`config.mk`:
```
export PLATFORM = sky130hd
export DESIGN_NAME = router_pkt_reader
export DESIGN_NICKNAME = d
export VERILOG_FILES = /design/src/rtl/router_pkg.sv /design/src/rtl/router_pkt_checker.sv /design/src/rtl/router_pkt_reader.sv
export SDC_FILE = /design/constraint.sdc
export NUM_CORES = 1
export LEC_CHECK = 0
export ABC_AREA = 1
export BUFFER_PORTS_ARGS = -buffer_cell sky130_fd_sc_hd__buf_2
export CAP_MARGIN = 5
export CELL_PAD_IN_SITES_DETAIL_PLACEMENT = 1
export CELL_PAD_IN_SITES_GLOBAL_PLACEMENT = 2
export CORE_ASPECT_RATIO = 0.8
export CORE_MARGIN = 2
export CORE_UTILIZATION = 36
export DETAILED_ROUTE_END_ITERATION = 8
export HOLD_SLACK_MARGIN = 0.03
export PLACE_DENSITY_LB_ADDON = 0.1
export RECOVER_POWER = 50
export SLEW_MARGIN = 20
export SYNTH_ARGS = -nofsm -noshare
export SYNTH_HDL_FRONTEND = slang
export SYNTH_SLANG_ARGS = --single-unit
```
`constraint.sdc`:
```
create_clock -name clk -period 2.7 [get_ports clk]
set_clock_uncertainty 0.2 [all_clocks]
set_input_delay 0.135 -clock clk [delete_from_list [all_inputs] [get_ports clk]]
set_output_delay 0.135 -clock clk [all_outputs]
set_load 0.02 [all_outputs]
```
`src/rtl/router_pkg.sv`:
```
// router_pkg: shared definitions for the router packet reader slice.
// FSM encoding, header field layout and router timing constants.
package router_pkg;

   typedef logic [1:0] state_t;

   localparam state_t S_IDLE     = 2'd0;
   localparam state_t S_HDR_REQ  = 2'd1;
   localparam state_t S_HDR_WAIT = 2'd2;
   localparam state_t S_BODY     = 2'd3;

   localparam int ADDR_LSB = 0;
   localparam int ADDR_W   = 2;
   localparam int LEN_LSB  = 2;
   localparam int LEN_W    = 6;

   // Router FIFO soft-reset fires after this many stalled cycles.
   localparam int SOFT_RST_CYC = 30;

   // Bytes still owed after the header: payload plus parity.
   function automatic logic [6:0] hdr_count(input logic [7:0] hdr);
      return {1'b0, hdr[LEN_LSB +: LEN_W]} + 7'd1;
   endfunction

endpackage

```
`src/rtl/router_pkt_checker.sv`:
```
// router_pkt_checker: parity accumulator, parity compare and packet/error counters.
// Ports: clk, reset, hdr_cap/pld_cap/par_cap/tmo strobes, data byte -> pkt_done, parity_err, timeout_err, pkt_cnt, err_cnt.
module router_pkt_checker (
   input  logic        clk,
   input  logic        reset,
   input  logic        hdr_cap,
   input  logic        pld_cap,
   input  logic        par_cap,
   input  logic        tmo,
   input  logic [7:0]  data,
   output logic        pkt_done,
   output logic        parity_err,
   output logic        timeout_err,
   output logic [15:0] pkt_cnt,
   output logic [7:0]  err_cnt
);

   logic [7:0] acc;
   logic       mis;

   assign mis = par_cap && (data != acc);

   always_ff @(posedge clk) begin
      if (reset) begin
         acc         <= '0;
         pkt_done    <= 1'b0;
         parity_err  <= 1'b0;
         timeout_err <= 1'b0;
         pkt_cnt     <= '0;
         err_cnt     <= '0;
      end else begin
         pkt_done    <= par_cap;
         parity_err  <= mis;
         timeout_err <= tmo;
         if (hdr_cap)
            acc <= data;
         else if (pld_cap)
            acc <= acc ^ data;
         if (par_cap)
            pkt_cnt <= pkt_cnt + 16'd1;
         // mis and tmo are exclusive: a timeout needs a cycle without capture
         if ((mis || tmo) && (err_cnt != 8'hff))
            err_cnt <= err_cnt + 8'd1;
      end
   end

endmodule

```
`src/rtl/router_pkt_reader.sv`:
```
// router_pkt_reader: read end of a router FIFO; parses header, payload and parity.
// Ports: clk, reset, vld_out, data_out, enable -> read_enb, pkt_start, hdr_addr, hdr_len, pld_data, pld_valid, pkt_done, parity_err, timeout_err, pkt_cnt, err_cnt.
module router_pkt_reader
   import router_pkg::*;
#(
   parameter int START_DELAY = 0,
   parameter int TIMEOUT     = 32
) (
   input  logic        clk,
   input  logic        reset,
   input  logic        vld_out,
   input  logic [7:0]  data_out,
   input  logic        enable,
   output logic        read_enb,
   output logic        pkt_start,
   output logic [1:0]  hdr_addr,
   output logic [5:0]  hdr_len,
   output logic [7:0]  pld_data,
   output logic        pld_valid,
   output logic        pkt_done,
   output logic        parity_err,
   output logic        timeout_err,
   output logic [15:0] pkt_cnt,
   output logic [7:0]  err_cnt
);

   localparam logic [5:0] DLY = 6'(START_DELAY);
   localparam logic [7:0] TMO = 8'(TIMEOUT);

   state_t     state;
   logic [5:0] dly_cnt;
   logic       rx_pend;
   logic [6:0] req_left;
   logic [6:0] rx_left;
   logic [7:0] idle_cnt;
   logic       rd;
   logic       busy;
   logic       hdr_cap;
   logic       pld_cap;
   logic       par_cap;
   logic       tmo;

   always_comb begin
      rd = 1'b0;
      unique case (state)
         S_HDR_REQ: rd = vld_out && enable;
         S_BODY:    rd = vld_out && enable && (req_left != 7'd0);
         default:   rd = 1'b0;
      endcase
      // a byte read under reset would be thrown away
      if (reset)
         rd = 1'b0;
   end

   assign read_enb = rd;

   assign busy    = (state == S_HDR_WAIT) || (state == S_BODY);
   assign hdr_cap = rx_pend && (state == S_HDR_WAIT);
   assign pld_cap = rx_pend && (state == S_BODY) && (rx_left > 7'd1);
   assign par_cap = rx_pend && (state == S_BODY) && (rx_left == 7'd1);
   // fires on the TIMEOUT-th consecutive cycle with no read and no capture
   assign tmo     = busy && !rd && !rx_pend && ((idle_cnt + 8'd1) == TMO);

   always_ff @(posedge clk) begin
      if (reset) begin
         state     <= S_IDLE;
         dly_cnt   <= '0;
         rx_pend   <= 1'b0;
         req_left  <= '0;
         rx_left   <= '0;
         idle_cnt  <= '0;
         pkt_start <= 1'b0;
         hdr_addr  <= '0;
         hdr_len   <= '0;
         pld_data  <= '0;
         pld_valid <= 1'b0;
      end else begin
         rx_pend   <= rd;
         pkt_start <= hdr_cap;
         pld_valid <= pld_cap;
         if (pld_cap)
            pld_data <= data_out;
         if (busy && !rd && !rx_pend && !tmo)
            idle_cnt <= idle_cnt + 8'd1;
         else
            idle_cnt <= '0;
         unique case (state)
            S_IDLE: begin
               if (!vld_out) begin
                  dly_cnt <= '0;
               end else if (dly_cnt == DLY) begin
                  dly_cnt <= '0;
                  state   <= S_HDR_REQ;
               end else begin
                  dly_cnt <= dly_cnt + 6'd1;
               end
            end
            S_HDR_REQ: begin
               if (rd)
                  state <= S_HDR_WAIT;
            end
            S_HDR_WAIT: begin
               if (hdr_cap) begin
                  hdr_addr <= data_out[ADDR_LSB +: ADDR_W];
                  hdr_len  <= data_out[LEN_LSB +: LEN_W];
                  req_left <= hdr_count(data_out);
                  rx_left  <= hdr_count(data_out);
                  state    <= S_BODY;
               end else if (tmo) begin
                  state <= S_IDLE;
               end
            end
            S_BODY: begin
               if (rd)
                  req_left <= req_left - 7'd1;
               if (rx_pend)
                  rx_left <= rx_left - 7'd1;
               if (par_cap || tmo)
                  state <= S_IDLE;
            end
            default: state <= S_IDLE;
         endcase
      end
   end

   router_pkt_checker u_chk (
      .clk         (clk),
      .reset       (reset),
      .hdr_cap     (hdr_cap),
      .pld_cap     (pld_cap),
      .par_cap     (par_cap),
      .tmo         (tmo),
      .data        (data_out),
      .pkt_done    (pkt_done),
      .parity_err  (parity_err),
      .timeout_err (timeout_err),
      .pkt_cnt     (pkt_cnt),
      .err_cnt     (err_cnt)
   );

endmodule

```
==> impl_metrics.env <==
export IMPL_outcome="finished, final reports clean"
export IMPL_drt_antenna_violating_nets=0
export IMPL_overflow=0
export IMPL_use_met2_pct=31.0
export IMPL_antennaDiodeCount=0
export IMPL_synth_cell_type_count=49
export IMPL_layout_cells_most_common_list="109 x nand2_1, 84 x dfxtp_1, 56 x inv_1"
export IMPL_yosysWarnings=0
export IMPL_hold_path_class="flip-flop to flip-flop"
export IMPL_grt_pass1_vias=3989
export IMPL_avgRoutedWirePerCell_um=15.0
export IMPL_clk_path_buf_depth=2
export IMPL_critPathSlowestCell="dfxtp_1"
export IMPL_max_cap_violations=0
export IMPL_cp_required_ps=2730
export IMPL_grt_max_degree=53
export IMPL_drive_gt1_share_pct=10.6
export IMPL_drt_pass1_iter_count=4
export IMPL_cp_top_family="simple AND/OR/NAND/NOR gates"
export IMPL_die_area_mm2=0.0126
export IMPL_min_period_ps=2270
export IMPL_synthArstFlopShare_pct=0
export IMPL_fin_util_pct=43.7
export IMPL_intPower_mw=2.46
export IMPL_gr_usage_met1_pct=25.7
export IMPL_critPathLaunchType="flip-flop"
export IMPL_p_switching_mw=0.837
export IMPL_via_per_inst=5.04
export IMPL_wl_um=11500
export IMPL_io_pins=58
export IMPL_slowest_delay_ps=430
export IMPL_whs_ps=264
export IMPL_clock_sinks=84
export IMPL_rsz0062_at_grt="false"
export IMPL_critPathKind="flip-flop to flip-flop"
export IMPL_routabilityCongestion=0.807
export IMPL_tns_ps=0
export IMPL_antenna_found_initial=0
export IMPL_die_w_um=125
export IMPL_register_area_mm2=0.00168
export IMPL_first_iter_violations=147
export IMPL_power_frac_seq_pct=40.2
export IMPL_portBuffers=57
export IMPL_vdd_ir_drop_worst_mv=0.281
export IMPL_cts_resized=0
export IMPL_dr_total_vias=3888
export IMPL_critPathMaxFanout=15
export IMPL_htreeDepth=3
export IMPL_cts_tree="yes"
export IMPL_pwr_share_clk_pct=47.1
export IMPL_slew_viol_final=0
export IMPL_fin_nets=641
export IMPL_synth_fp_nets=573
export IMPL_die_h_um=101
export IMPL_power_leakage_nw=1.90
export IMPL_grt_pass1_wl_um=19500
export IMPL_root_buffer="clkbuf_16"
export IMPL_cp_cell_sequence="nand2_1, nor2_8, inv_2, nand2_1, inv_1, o21ai_0, a21oi_1"
export IMPL_min_period_over_period_pct=83.9
export IMPL_start_util_pct=36.6
export IMPL_syn_to_final_growth_pct=19.3
export IMPL_fmax_ghz=0.441
export IMPL_combPwrFrac_pct=12.7
export IMPL_met3_usage_pct=4.56
export IMPL_core_mm2=0.0115
export IMPL_globalRouteTotalUtil_pct=19.1
export IMPL_dp_cells=744
export IMPL_synth_edff_count=0
export IMPL_top_usage_layer="met2"
export IMPL_synthCells=551
export IMPL_hold_violations=0
export IMPL_clk_pin_slew_ps=60
export IMPL_layout_commonest_cell="nand2_1"
export IMPL_worst_slew_pin_slew_ps=619
export IMPL_drcViolationCount=0
export IMPL_netlist_area_mm2=0.00420
export IMPL_fillerInstances=1444
export IMPL_dp_slack_ps=533
export IMPL_synth_seq_cells=84
export IMPL_slew_headroom_pct=58.7
export IMPL_numCtsBuffers=9
export IMPL_num_rows=35
export IMPL_clk_latency_ps=340
export IMPL_setup_ws_ps=435
export IMPL_cp_end_kind="flip-flop"
export IMPL_synth_top_flop_cell="dfxtp_1"
export IMPL_p_per_area_mw_per_mm2=656
export IMPL_cp_num_buf_inv=2
export IMPL_setup_violations_final=0
export IMPL_ys_seq_area_share_pct=40.0
export IMPL_avgSynthCellArea_um2=7.63
export IMPL_multi_input_area_mm2=0.00216
export IMPL_stdcell_count=771
export IMPL_crit_top_cell="nand2_1"
export IMPL_postCtsSetupRepairBufs=0
export IMPL_swShare_pct=25.4
export IMPL_dp_hpwl_um=8150
export IMPL_arrival_ps=2290
==> path summary, 6_finish.rpt <==
path | from | to | slack (ps) | depth (start not counted)
hold / removal | pld_data[3] | pld_data[3] | 260 | 2
setup / recovery | state[1] | req_left[1] | 430 | 7
hold reg to reg | pld_data[3] | pld_data[3] | 260 | 2
setup reg to reg | state[1] | req_left[1] | 430 | 7
==> worst min-delay path: stages (launching register included) <==
cell and delay (ps):
dfxtp_1 310, nand2_1 60, a21oi_1 50
==> sequential cells by signal, summed over array words and instances (netlist names), 6 cells and up <==
signal	flops
dly_cnt	6
hdr_len	6
idle_cnt	8
pld_data	8
req_left	7
rx_left	7
u_chk.acc	8
u_chk.err_cnt	8
u_chk.pkt_cnt	16
==> power groups by stage <==
stage               Sequential (mW)  Clock (mW)  Combinational (mW)
floorplan                      1.33           0               0.324
global placement               1.35           0               0.410
detailed placement             1.35           0               0.416
CTS                            1.33        1.59               0.432
global route                   1.33        1.64               0.477
finish                         1.32        1.55               0.418
==> per-layer routing <==
layer  wire length, um  share of wire [%]  up-vias
met2              5170                 45       56
met3               346                3.0       13
li1                  -                  -     1954
met5                 0                  0        -
met1              5880                 51     1865
met4               149                1.3        0
==> final cells by class <==
class / count / area share (%)
Multi-Input combinational cell: 388 / 43.1
Clock buffer: 11 / 5.04
Clock inverter: 4 / 2.39
Inverter: 63 / 4.74
Timing Repair Buffer: 73 / 7.48
Sequential cell: 84 / 33.5
Tap cell: 148 / 3.69
==> logic make-up after synthesis <==
kind of cell | Yosys count | share of synthesized area (%)
buffers and inverters | 79 | 7.92
xor gates and xnor gates | 24 | 5.00
AOI/OAI and AO/OA | 106 | 14.3
adders and majority gates | 10 | 2.98
and+or+nand+nor | 248 | 29.8
DFF | 84 | 40.0
==> metrics by stage <==
stage / area, um^2 / total power, mW
after floorplan: 4200 / 1.65
after global placement: 4610 / 1.76
after detailed placement: 4610 / 1.77
after CTS: 5100 / 3.35
after global routing: 5020 / 3.45
final: 5020 / 3.29
==> Yosys cell counts, drive strengths merged, types with 3 or more instances <==
master,n,share of area (%)
a21oi,49,5.9
a221oi,3,0.63
a31oi,9,1.3
buf,9,1.6
clkbuf,7,0.63
dfxtp,84,40
ha,10,3.0
inv,61,5.4
nand2,114,11
nand3,44,5.7
nand4,13,3.0
nor2,60,7.1
nor3,7,1.1
nor3b,4,0.95
o211ai,3,0.65
o21a,4,0.71
o21ai,32,3.9
or2,4,0.60
xnor2,12,2.5
xor2,12,2.5
==> what timing repair did <==
action | in CTS | in global routing
hold endpoints to repair | 22 | 0
hold buffers | 12 | 0
endpoints found under the setup margin | 0 | 0
No activity file was read; power rests on OpenSTA's default activity.
